File: src/rtl/ds_frame_align.sv
// Serial-to-parallel deserializer with sync-word frame alignment.
// Hunts for SYNC_WORD bit by bit, then tracks a frame of one sync slot
// followed by FRAME_WORDS data slots, dropping lock after MISS_MAX
// consecutive bad sync slots.
//
// state    | meaning
// ---------+-----------------------------------------------------------
// S_HUNT   | sliding bit-by-bit search for SYNC_WORD, no data output
// S_LOCKED | word boundary known, data slots delivered, sync slots checked
module ds_frame_align #(
   parameter int               WIDTH       = 8,
   parameter bit               LSB_FIRST   = 1'b1,
   parameter logic [WIDTH-1:0] SYNC_WORD   = WIDTH'(8'hA5),
   parameter int               FRAME_WORDS = 4,
   parameter int               MISS_MAX    = 2
) (
   input  logic             clock_40,
   input  logic             reset,
   input  logic             enable,
   input  logic             data_in,
   input  logic             align_req,
   output logic [WIDTH-1:0] data_out,
   output logic             data_valid,
   output logic             locked,
   output logic             sync_err,
   output logic [15:0]      word_count
);

   localparam int FILL_W = $clog2(WIDTH + 1);
   localparam int BIT_W  = $clog2(WIDTH);
   localparam int SLOT_W = $clog2(FRAME_WORDS + 1);
   localparam int MISS_W = $clog2(MISS_MAX + 1);

   localparam logic [FILL_W-1:0] FILL_FULL  = FILL_W'(WIDTH);
   localparam logic [FILL_W-1:0] FILL_PRE   = FILL_W'(WIDTH - 1);
   localparam logic [BIT_W-1:0]  BIT_LAST   = BIT_W'(WIDTH - 1);
   localparam logic [SLOT_W-1:0] SLOT_SYNC  = SLOT_W'(FRAME_WORDS);
   localparam logic [MISS_W-1:0] MISS_LIMIT = MISS_W'(MISS_MAX);

   typedef enum logic [0:0] {
      S_HUNT   = 1'b0,
      S_LOCKED = 1'b1
   } state_t;

   state_t             r_state;
   logic [WIDTH-1:0]   r_sr;
   logic [FILL_W-1:0]  r_fill;
   logic [BIT_W-1:0]   r_bit;
   logic [SLOT_W-1:0]  r_slot;
   logic [MISS_W-1:0]  r_miss;
   logic [WIDTH-1:0]   r_data;
   logic               r_valid;
   logic               r_err;
   logic [15:0]        r_count;

   state_t             w_state_nxt;
   logic [WIDTH-1:0]   w_sr_shift;
   logic [WIDTH-1:0]   w_sr_nxt;
   logic [FILL_W-1:0]  w_fill_nxt;
   logic [BIT_W-1:0]   w_bit_nxt;
   logic [SLOT_W-1:0]  w_slot_nxt;
   logic [MISS_W-1:0]  w_miss_nxt;
   logic [MISS_W-1:0]  w_miss_inc;
   logic [WIDTH-1:0]   w_data_nxt;
   logic               w_valid_nxt;
   logic               w_err_nxt;
   logic [15:0]        w_count_nxt;
   logic               w_sync_hit;

   // Shift register input: the bit sampled on this edge, in the configured order.
   generate
      if (LSB_FIRST) begin : g_lsb
         assign w_sr_shift = {data_in, r_sr[WIDTH-1:1]};
      end else begin : g_msb
         assign w_sr_shift = {r_sr[WIDTH-2:0], data_in};
      end
   endgenerate

   assign w_sync_hit = (w_sr_shift == SYNC_WORD);
   assign w_miss_inc = r_miss + 1'b1;

   // Next-state and datapath decisions; pulses default low so they never stretch.
   always_comb begin
      w_state_nxt = r_state;
      w_sr_nxt    = r_sr;
      w_fill_nxt  = r_fill;
      w_bit_nxt   = r_bit;
      w_slot_nxt  = r_slot;
      w_miss_nxt  = r_miss;
      w_data_nxt  = r_data;
      w_valid_nxt = 1'b0;
      w_err_nxt   = 1'b0;
      w_count_nxt = r_count;
      if (align_req) begin
         w_state_nxt = S_HUNT;
         w_fill_nxt  = '0;
         w_bit_nxt   = '0;
         w_slot_nxt  = '0;
         w_miss_nxt  = '0;
      end else if (enable) begin
         w_sr_nxt = w_sr_shift;
         case (r_state)
            S_HUNT: begin
               if (r_fill != FILL_FULL) begin
                  w_fill_nxt = r_fill + 1'b1;
               end
               if ((r_fill >= FILL_PRE) && w_sync_hit) begin
                  w_state_nxt = S_LOCKED;
                  w_bit_nxt   = '0;
                  w_slot_nxt  = '0;
                  w_miss_nxt  = '0;
               end
            end
            S_LOCKED: begin
               if (r_bit == BIT_LAST) begin
                  w_bit_nxt = '0;
                  if (r_slot != SLOT_SYNC) begin
                     // Data slot: content is deliberately not inspected.
                     w_data_nxt  = w_sr_shift;
                     w_valid_nxt = 1'b1;
                     w_count_nxt = r_count + 16'd1;
                     w_slot_nxt  = r_slot + 1'b1;
                  end else begin
                     w_slot_nxt = '0;
                     if (w_sync_hit) begin
                        w_miss_nxt = '0;
                     end else begin
                        w_err_nxt  = 1'b1;
                        w_miss_nxt = w_miss_inc;
                        if (w_miss_inc == MISS_LIMIT) begin
                           w_state_nxt = S_HUNT;
                           w_fill_nxt  = '0;
                        end
                     end
                  end
               end else begin
                  w_bit_nxt = r_bit + 1'b1;
               end
            end
            default: w_state_nxt = S_HUNT;
         endcase
      end
   end

   // State and datapath registers with synchronous reset.
   always_ff @(posedge clock_40) begin
      if (reset) begin
         r_state <= S_HUNT;
         r_sr    <= '0;
         r_fill  <= '0;
         r_bit   <= '0;
         r_slot  <= '0;
         r_miss  <= '0;
         r_data  <= '0;
         r_valid <= 1'b0;
         r_err   <= 1'b0;
         r_count <= '0;
      end else begin
         r_state <= w_state_nxt;
         r_sr    <= w_sr_nxt;
         r_fill  <= w_fill_nxt;
         r_bit   <= w_bit_nxt;
         r_slot  <= w_slot_nxt;
         r_miss  <= w_miss_nxt;
         r_data  <= w_data_nxt;
         r_valid <= w_valid_nxt;
         r_err   <= w_err_nxt;
         r_count <= w_count_nxt;
      end
   end

   assign data_out   = r_data;
   assign data_valid = r_valid;
   assign locked     = (r_state == S_LOCKED);
   assign sync_err   = r_err;
   assign word_count = r_count;

endmodule

File: config.mk
export PLATFORM = sky130hd
export DESIGN_NAME = ds_frame_align
export DESIGN_NICKNAME = d
export VERILOG_FILES = /design/src/rtl/ds_frame_align.sv
export SDC_FILE = /design/constraint.sdc
export NUM_CORES = 1
export LEC_CHECK = 0
export CAP_MARGIN = 40
export CORE_MARGIN = 4
export CORE_UTILIZATION = 45
export CTS_CLUSTER_DIAMETER = 150
export DETAILED_ROUTE_END_ITERATION = 8
export PLACE_DENSITY = 0.7
export SETUP_SLACK_MARGIN = 0.2
export SLEW_MARGIN = 20
export SYNTH_ARGS = -nofsm -noshare
export SYNTH_HDL_FRONTEND = slang
export SYNTH_SLANG_ARGS = --single-unit
File: constraint.sdc
create_clock -name clock_40 -period 4.86 [get_ports clock_40]
set_input_delay 0.972 -clock clock_40 [delete_from_list [all_inputs] [get_ports clock_40]]
set_output_delay 0.972 -clock clock_40 [all_outputs]
set_load 0.02 [all_outputs]
# --- Word level (Yosys, flattened, before mapping) ---
# Index checks and enable logic that the tools add are counted.
classes:
  n_addsub: 5
  bitwise_logic: 4
  reduce_logical: 10
  n_eq_ne: 11
  muxes: 25
  order_cmp: 1
op_table:
  columns: ["cell", "n"]
  rows:
  - ["$mux W4", 5]
  - ["$add A16 B1 Y16 const B", 1]
  - ["$mux W3", 4]
  - ["$pmux W3 S2", 2]
  - ["$eq A8 B8 Y1 const B", 1]
  - ["$mux W2", 4]
  - ["$ne A2 B2 Y1 const B", 4]
  - ["$pmux W4 S2", 1]
  - ["$mux W1", 7]
  - ["$add A3 B1 Y3 const B", 2]
  - ["$reduce_and A6 Y1", 1]
  - ["$reduce_or A6 Y1", 1]
  - ["$reduce_and A5 Y1", 1]
  - ["$reduce_or A5 Y1", 1]
  - ["$add A4 B1 Y4 const B", 1]
  - ["$ge A4 B3 Y1 const B", 1]
  - ["$ne A2 B1 Y1 const B", 2]
  - ["$ne A4 B4 Y1 const B", 1]
  - ["$not A1 Y1", 4]
  - ["$pmux W2 S2", 1]
  - ["$reduce_and A2 Y1", 2]
  - ["$reduce_and A4 Y1", 1]
  - ["$eq A3 B3 Y1 const B", 1]
  - ["$ne A3 B3 Y1 const B", 1]
  - ["6 further kinds", 6]
word_totals:
  output_inout_bits: 27
  reg_bits: 47
  word_cells: 66
  input_bits: 5

# --- Logic depth before layout (Yosys ltp) ---
# Gate-level depths: netlist (run 1).
depth:
  word_depth: 7
  ltp_mapped: 8

# --- Least setup slack after synthesis (run 1) ---
# OpenSTA, ideal clock, no wires.
synth_path:
  path_kind: "input -> register"
  startpoint: "input port align_req"
  endpoint: "register r_count[10], in the netlist word_count[10]"
  path_slack_ns: 2.590
  t_arrival_ns: 2.199
  stages: 5
  setup_ns: 0.070
  n_path_buf: 1
  cell_sequence: "nand4b_2 -> or3_1 -> clkbuf_2 -> or4_1 -> a21oi_1"
synth_between:
  elab_chain_len: 2
synth_lines:
  columns: ["item", "line", "text"]
  rows:
  - ["start, declared", "21", "input logic align_req,"]
  - ["$not A1 Y1 (no source line)", null, null]
  - ["$reduce_and A5 Y1 (no source line)", null, null]
  - ["end signal, assigned", "168", "r_count <= w_count_nxt;"]
  - ["end, declared", "54", "logic [15:0] r_count;"]
# Every way passes these cells.
# A chain may end at the register's enable or synchronous reset.

# --- Worst setup path in the final report (run 1) ---
layout_path:
  startpoint: "input port align_req"
  endpoint: "register r_count[8], in the netlist word_count[8]"
# The elaborated chain is that of the path after synthesis.

==> results.md, run 1 <==
- Post-synthesis to final-layout area growth: 21.20%
- Biggest area consumer among synthesized cells: dfxtp_1
- Sort of element at the start of the critical path: input pin
- ANT nets after route: 0
- DRC violations left: 0
- Top-count cell post-synth: nand2_1
- Flip-flop and latch count after synthesis: 46
- Part of the Yosys area used for sequential elements: 0.4496
- Count of instances resized after the clock tree is built: 0
- Origin of the critical flop-to-flop path: r_bit[0]
- Post-layout total power: 0.6344 mW
- Maximum buffer depth of the clock tree: 2
- Startpoint of the worst setup timing path: align_req
- Worst Setup Path Type: input pin to register
- PwrDens: 255.5 nW/um^2
- Total number of clock tree sinks: 46
- Number of antenna diodes: 0
- Worst relative slew slack: 0.5042
- Worst hold path class: register to register
- Run status: complete, no violations
- Die Area: 5695 um^2
- Synth Area per Inst: 8.360 um^2
- Placed wire-length estimate: 3.064 mm
- Starting density of the core: 0.4672
- Cell count after synthesis: 245
- Hold_buf cts: 0
- Nature of the critical path endpoint: register
- RSZ-0062 raised after global routing: no
- Largest net degree at the start of global routing: 19
- Drt first-iter violations: 101
- Hold path start: data_out[3]
- Maximum clock frequency: 381.4 MHz
- Top cells by instance count after synthesis: nand2_1 (52), dfxtp_1 (46), a21oi_1 (29), nor2_1 (12), inv_1 (9)
- Detailed Routing Iterations Pass 1: 4
- Clock transition at the registers of the reported paths: 0.08 ns
- Number of placement rows: 24
- Fin. max-slew vios: 0
- Count of vias placed by the detailed router: 1,781
- Inserted Clock Buffers: 5
- Net count of the finished layout: 288
- H-tree depth reported by CTS: 2
- Fin Clk Skew: 0.002549 ns
- Hold violation count in the final report: 0
- Largest stage delay, worst path: 0.50 ns
- Number of maximum-capacitance violations: 0
- Top-level port count: 32
- Portion of the clock cycle consumed by the worst path in the final layout: 0.5395
- Synthesized netlist net count: 258
- Number of antenna violations at the first check in global routing: 0
- # fillers: 409
- Clock tree from TritonCTS: yes
- Total Routing Usage GR: 0.1642
- Total of endpoints with negative setup slack in the final report: 0
- Cell-by-cell trace of the critical path: clkdlybuf4s50_1, nand4b_2, or3_1, or4_1, a21oi_1
- Setup bufs post-CTS: 0
- Count of port buffers added during placement: 31
- Data required, critical path: 5.08 ns
- WL/cell: 13.13 um
- Total overflow reported by the global router: 0
- Combined area of all synthesized cells: 2048 um^2
- Proportion of synthesized flip-flops having asynchronous set or reset: 0
- Die boundary width: 75.47 um
- CTS Root Cell: clkbuf_8
- Final-layout setup total negative slack: 0 ns
- CP max FO: 8
- Average via count per standard cell: 5.430
- Post-route non-filler standard cell count: 328
- Least-Margin Pin Slew: 0.7409 ns
- Via count of the first global-routing pass: 1,666
- Clock latency on the worst-skew pair: 0.29 ns
- Top cells by area, synth: dfxtp_1 (45%), nand2_1 (9.5%), a21oi_1 (7.1%)
- Number of warnings printed during yosys synthesis: 0
- Static leakage: 0.8483 nW
- EDFF count, synth: 0
- Predominant post-synthesis flop cell: dfxtp_1
- Wire length of the first global-routing pass: 7.383 mm
- Routed WL: 4.306 mm
- Yosys top cell area share: 0.4496
- Fraction of final layout cells sized beyond drive strength 1: 0.04348
- Shortest clock period the worst path allows after layout: 2.622 ns
- Critical path arrival: 2.84 ns
- Placer's final routability congestion estimate: 0.7823
- Cell with the largest stage delay on the worst path: clkdlybuf4s50_1
- Number of unique standard cell types used by synthesis: 40
- Peak VDD IR: 0.1631 mV
- Height of the die: 75.47 um
- Cells after DPL: 320
- Core region area: 4384 um^2
state kept, by name, summed over array words and instances (netlist names):
register / flops
word_count: 16
data_out: 8
r_sr: 7
r_fill: 4
r_bit: 3
r_slot: 3
r_miss: 2
data_valid: 1
locked: 1
sync_err: 1
placed cells by master, fill, tap and decap left out, drive strengths merged, types with 2 or more instances in the layout:
cell type and n:
nand3 8, and4 3, nand4 7, a31o 2, clkdlybuf4s50 31, a31oi 2, o21ai 7, o31ai 4
ha 8, or3 5, nor2 12, inv 9, and3 4, xnor2 8, a21oi 29, clkbuf 7
and2 5, or4 4, dfxtp 46, nand2 52, nor4bb 2, nor4 2, nand4b 3
metrics by stage:
step | util | hold WS [ns] | cell area (um^2) | setup WS (ns)
floorplan | - | 0.4320 | 2048 | 2.590
global placement | 0.5454 | 0.4448 | 2391 | 1.994
detailed placement | 0.5454 | 0.4455 | 2391 | 1.935
CTS | 0.5662 | 0.4568 | 2482 | 2.246
global route | 0.5662 | 0.4796 | 2482 | 1.964
finish | 0.5662 | 0.4555 | 2482 | 2.238
layer usage:
metal  routed length [um]  global-route usage  vias up  part of all wire
li1                     -                   -      919                 -
met1                 2182              0.2171      831              0.51
met2                 1981              0.2704       29              0.46
met3                  123             0.04749        2             0.029
met4                   19             0.02913        0            0.0044
met5                    0                   0        -                 0
path summary, 6_finish.rpt:
kind | end | slack, ns | depth (start not counted)
worst max-delay path | word_count[8] | 2.24 | 5
worst min-delay path | data_out[3] | 0.46 | 2
worst max register to register | word_count[8] | 2.70 | 6
worst min register to register | data_out[3] | 0.46 | 2
cell type report:
| class | instances | area [um^2] | area share |
|---|---|---|---|
| clock buffers | 7 | 86.33 | 0.03478 |
| repair buffers | 32 | 317.8 | 0.1280 |
| inverters | 9 | 33.78 | 0.01361 |
| flip-flops and latches | 46 | 920.9 | 0.3710 |
| multi-input cells | 181 | 1054 | 0.4244 |
| well taps | 52 | 65.06 | 0.02621 |
| clock inverters | 1 | 5.005 | 0.002016 |
worst max-delay path: cells and delay by family:
kind | cells | cell delay [ns]
and+or+nand+nor | 3 | 1.22
AOI/OAI and AO/OA | 1 | 0.15
buffers and inverters | 1 | 0.50
power breakdown:
part,switching (mW),total (mW),internal [mW]
combinational,0.0126,0.0190,0.00642
sequential,0.00117,0.379,0.378
clock,0.122,0.237,0.115
logic make-up after synthesis:
group / Yosys count / share of synthesized area
DFF: 46 / 0.4496
adders and majority gates: 8 / 0.04887
and+or+nand+nor: 114 / 0.2847
muxes: 1 / 0.004887
AOI/OAI and AO/OA: 49 / 0.1375
buffers and inverters: 18 / 0.03604
xor gates and xnor gates: 9 / 0.03849
No activity file was read; power rests on OpenSTA's default activity.
==> run 2, diff against run 1 <==
PLACE_DENSITY = 0.72   (was 0.7)
clock period = 2.25 ns   (was 4.86 ns; I/O delays follow)
==> run 2 against run 1 <==
Sequential power grew 120%. Combinational power grew to 2.6 times the previous value. Utilization grew 3.1 points. Cell area grew 5.5%. Via count grew 4.0%. Clock power grew 120%. First-iteration DRC count grew 5.9%. Critical endpoint is now word_count[10]. Largest cell class unchanged. Highest routed layer unchanged.
==> results.md, run 2 (same netlist as run 1, synthesis figures left out) <==
- Post-route non-filler standard cell count: 343
- Total number of clock tree sinks: 46
- Fin Clk Skew: 0.006298 ns
- PwrDens: 531.1 nW/um^2
- Largest net degree at the start of global routing: 32
- Clk network pwr share: 0.376
- Least-Margin Pin Slew: 0.5914 ns
- Starting density of the core: 0.4672
- Core region area: 4384 um^2
- Net switching power: 0.3075 mW
- Wire length of the first global-routing pass: 7.541 mm
- Fraction of final layout cells sized beyond drive strength 1: 0.1100
- CTS Root Cell: clkbuf_8
- Count of vias placed by the detailed router: 1,852
- Routed WL: 4.527 mm
- Static leakage: 0.9193 nW
- Placed wire-length estimate: 3.215 mm
- Die boundary width: 75.47 um
- Cells after DPL: 335
- Fin. max-slew vios: 0
- Switching share of total power: 0.2211
- Commonest cells after routing, fill and taps aside: nand2_1 (52), dfxtp_1 (45), clkdlybuf4s50_1 (31)
- Run status: complete, no violations
- Combinational Power Share: 0.036
- Via count of the first global-routing pass: 1,700
- Maximum clock frequency: 507.3 MHz
- Number of maximum-capacitance violations: 0
- Number of flip-flops in the largest register: 16
- Data required, critical path: 2.48 ns
- Total Routing Usage GR: 0.1726
- Portion of the clock cycle consumed by the worst path in the final layout: 0.8761
- Number of placement rows: 24
- Number of antenna violations at the first check in global routing: 0
- Most common cell after layout, fill and taps aside: nand2_1
- Worst relative slew slack: 0.6003
- Shortest clock period the worst path allows after layout: 1.971 ns
- Sort of element at the start of the critical path: register
- Worst hold slack: 0.4549 ns
- ANT nets after route: 0
- Cell family with the largest share of critical-path delay: simple AND/OR/NAND/NOR gates
- Top-level port count: 32
- Cell internal power dissipation: 1.083 mW
- DRC violations left: 0
- Placer's final routability congestion estimate: 0.7778
- Total overflow reported by the global router: 0
- Worst path bufs/invs: 1
- Nature of the critical path endpoint: register
- Hold violation count in the final report: 0
- Maximum buffer depth of the clock tree: 2
- Clock tree from TritonCTS: yes
- Cell with the largest stage delay on the worst path: or3_4
- RSZ-0062 raised after global routing: no
- Detailed Routing Iterations Pass 1: 4
- Worst Setup Path Type: register to register
- Sequential share of power: 0.588
- # fillers: 401
- Peak VDD IR: 0.2436 mV
- Clock latency on the worst-skew pair: 0.30 ns
- Height of the die: 75.47 um
- Total of endpoints with negative setup slack in the final report: 0
- Cell-by-cell trace of the critical path: inv_1, ha_1, and2_2, or3_4, or4_1, a21oi_1
- H-tree depth reported by CTS: 2
- Post-layout total power: 1.391 mW
- Die Area: 5695 um^2
- Average via count per standard cell: 5.399
- CP max FO: 7
- WL/cell: 13.20 um
- Largest stage delay, worst path: 0.44 ns
- Inserted Clock Buffers: 5
- Clock transition at the registers of the reported paths: 0.09 ns
- Worst hold path class: register to register
- Number of antenna diodes: 0
- Net count of the finished layout: 303
- Critical path arrival: 2.20 ns
- Post-synthesis to final-layout area growth: 27.86%
- Drt first-iter violations: 107
- Count of port buffers added during placement: 31
[run 2: repair_timing]
action                                  4_1_cts  5_1_grt
gates resized for setup                       1        4
endpoints found under the setup margin        1        3
pin swaps                                     0        0
hold buffers                                  0        0
hold endpoints to repair                      0        0
buffers inserted                              0        0
[run 2: worst paths after layout]
kind                             startpoint              to  slack (ns)  cells after the start
worst max-delay path              r_slot[0]  word_count[10]        0.28                      6
worst min-delay path            data_out[4]     data_out[4]        0.45                      2
worst min register to register  data_out[4]     data_out[4]        0.45                      2
worst max register to register    r_slot[0]  word_count[10]        0.28                      6
[run 2: through the flow]
| step | cell area [um^2] | util | setup slack, ns | setup TNS (ns) |
|---|---|---|---|---|
| floorplan | 2048 | - | 0.3199 | 0 |
| global placement | 2504 | 0.5711 | 0.03929 | 0 |
| detailed placement | 2504 | 0.5711 | -0.01982 | -0.01982 |
| CTS | 2601 | 0.5933 | 0.2227 | 0 |
| global route | 2619 | 0.5973 | 0.2059 | 0 |
| finish | 2619 | 0.5973 | 0.2787 | 0 |
[run 2: final cells by class]
cell class                 count  area, um^2  area share
inverter                       9       33.78     0.01290
sequential                    46       922.1      0.3521
clock inverter                 2       12.51    0.004778
tap                           52       65.06     0.02484
multi-input combinational    181        1072      0.4095
timing repair buffer          47       430.4      0.1644
clock buffer                   6       82.58     0.03153
[run 2: power by group through the flow]
| stage | Combinational (mW) | Sequential, mW | Clock (mW) |
|---|---|---|---|
| detailed placement | 0.0504 | 0.837 | 0 |
| finish | 0.0502 | 0.818 | 0.523 |
| floorplan | 0.0244 | 0.837 | 0 |
| global route | 0.0559 | 0.819 | 0.569 |
| global placement | 0.0497 | 0.837 | 0 |
| CTS | 0.0506 | 0.818 | 0.538 |
[run 2: metal layers]
metal / vias up / wire length, um / track usage
li1: 949 / - / -
met1: 862 / 2183 / 0.2240
met2: 35 / 2097 / 0.2752
met3: 6 / 184 / 0.05013
met4: 0 / 61 / 0.05825
met5: - / 0 / 0
[run 2: worst reg2reg max path: stages (launching register included)]
cell	delay (ns)
dfxtp_1	0.36
inv_1	0.06
ha_1	0.21
and2_2	0.25
or3_4	0.44
or4_1	0.42
a21oi_1	0.17
==> run 3, diff against run 2 <==
REMOVE_ABC_BUFFERS = 1   (was default)
==> run 3 against run 2 <==
Clock-buffer cell count increased by 1. Highest routed layer unchanged. Sequential power is essentially flat. Combinational power rose by 1%. Die area stayed put. Sequential cell count is the same.
==> results.md, run 3 (same netlist as run 1, synthesis figures left out) <==
- Run status: complete, no violations
- Fin. max-slew vios: 0
- Data required, critical path: 1.80 ns
- Inserted Clock Buffers: 5
- Worst hold slack: 0.4594 ns
- Shortest clock period the worst path allows after layout: 1.956 ns
- Commonest cells after routing, fill and taps aside: nand2_1 (52), dfxtp_1 (46), clkdlybuf4s50_1 (31)
- Detailed-route wire length on metal 1: 1.993 mm
- Clock tree from TritonCTS: yes
- ANT nets after route: 0
- Hold violation count in the final report: 0
- Nature of the critical path endpoint: output pin
- Via count of the first global-routing pass: 1,664
- Clock transition at the registers of the reported paths: 0.08 ns
- Cell with the largest stage delay on the worst path: clkdlybuf4s50_1
- # fillers: 405
- Number of flip-flops in the largest register: 16
- Core region area: 4384 um^2
- Die Area: 5695 um^2
- Starting density of the core: 0.4672
- Cell-by-cell trace of the critical path: clkdlybuf4s50_1
- Wire length of the first global-routing pass: 7.320 mm
- Number of placement rows: 24
- Portion of the clock cycle consumed by the worst path in the final layout: 0.8694
- Placer's final routability congestion estimate: 0.7950
- Number of antenna diodes: 0
- Most common cell after layout, fill and taps aside: nand2_1
- Placed wire-length estimate: 3.183 mm
- WL/cell: 12.62 um
- Peak VDD IR: 0.3460 mV
- DRC violations left: 0
- Total length of routed met3 wires: 161 um
- Average via count per standard cell: 5.245
- Least-Margin Pin Slew: 0.4563 ns
- Fraction of final layout cells sized beyond drive strength 1: 0.09966
- H-tree depth reported by CTS: 2
- Hold_buf cts: 0
- Number of antenna violations at the first check in global routing: 0
- Detailed Routing Iterations Pass 1: 4
- Static leakage: 0.9208 nW
- Total number of clock tree sinks: 46
- Count of vias placed by the detailed router: 1,799
- Sort of element at the start of the critical path: register
- Top layer used by detailed routing: met4
- Worst path bufs/invs: 1
- Worst Setup Path Type: register to output pin
- Worst relative slew slack: 0.6947
- Count of port buffers added during placement: 31
- Total of endpoints with negative setup slack in the final report: 0
- Drt first-iter violations: 85
- Critical path arrival: 1.51 ns
- Fin Clk Skew: 0.006126 ns
- Routed WL: 4.328 mm
- Die boundary width: 75.47 um
- Net count of the finished layout: 303
- PwrDens: 532.9 nW/um^2
- CP max FO: 11
- CTS Root Cell: clkbuf_8
- Largest net degree at the start of global routing: 29
- WL met2: 2.126 mm
- Total overflow reported by the global router: 0
- Number of maximum-capacitance violations: 0
- Post-synthesis to final-layout area growth: 27.06%
- Cell family with the largest share of critical-path delay: buffers and inverters
- Worst hold path class: register to register
- Top-level port count: 32
- RSZ-0062 raised after global routing: yes
- Clock latency on the worst-skew pair: 0.29 ns
- Maximum buffer depth of the clock tree: 2
- Total Routing Usage GR: 0.1638
- Post-layout total power: 1.387 mW
- Maximum clock frequency: 511.2 MHz
- Height of the die: 75.47 um
- Largest stage delay, worst path: 0.67 ns
-- run 3: changes by cell type in the layout (fill, tap and decap cells not counted), sizes merged --
cell,delta
clkbuf,+1
clkinvlp,-1
-- run 3: power by group --
part	internal, mW	switching, mW
combinational	0.0218	0.0291
clock	0.248	0.270
sequential	0.816	0.00265
total	1.09	0.301
-- run 3: repair_timing --
action | 4_1_cts | 5_1_grt
setup buffers | 0 | 1
endpoints found under the setup margin | 0 | 7
resized for setup | 0 | 2
-- run 3: path summary, 6_finish.rpt --
| path | startpoint | end | slack [ns] | depth (start not counted) |
|---|---|---|---|---|
| max | locked | locked | 0.29 | 1 |
| min | data_out[0] | data_out[0] | 0.46 | 2 |
| max reg2reg | r_bit[0] | word_count[12] | 0.32 | 6 |
| min reg2reg | data_out[0] | data_out[0] | 0.46 | 2 |
-- run 3: area by class of cell --
| cell class | count | area, um^2 | share of cell area |
|---|---|---|---|
| clock buffer | 7 | 86.33 | 0.03317 |
| sequential | 46 | 920.9 | 0.3538 |
| multi-input combinational | 181 | 1061 | 0.4077 |
| inverter | 9 | 33.78 | 0.01298 |
| timing repair buffer | 47 | 430.4 | 0.1654 |
| clock inverter | 1 | 5.005 | 0.001923 |
| tap | 52 | 65.06 | 0.02500 |
-- run 3: metrics by stage --
step / util / instance area [um^2] / setup TNS, ns / setup slack (ns) / std cells
2_1_floorplan: - / 2008 / 0 / 0.3586 / 236
3_3_place_gp: 0.5693 / 2496 / 0 / 0.04007 / 334
3_5_place_dp: 0.5693 / 2496 / -0.007429 / -0.007429 / 334
4_1_cts: 0.5902 / 2587 / 0 / 0.2240 / 342
5_1_grt: 0.5936 / 2603 / 0 / 0.1769 / 343
6_report: 0.5936 / 2603 / 0 / 0.2939 / 343
-- run 3: per-layer routing --
metal  vias to the layer above  track usage
met1                       815       0.2113
met5                         -            0
met2                        29       0.2704
met4                         0      0.04660
met3                         6      0.04354
li1                        949            -
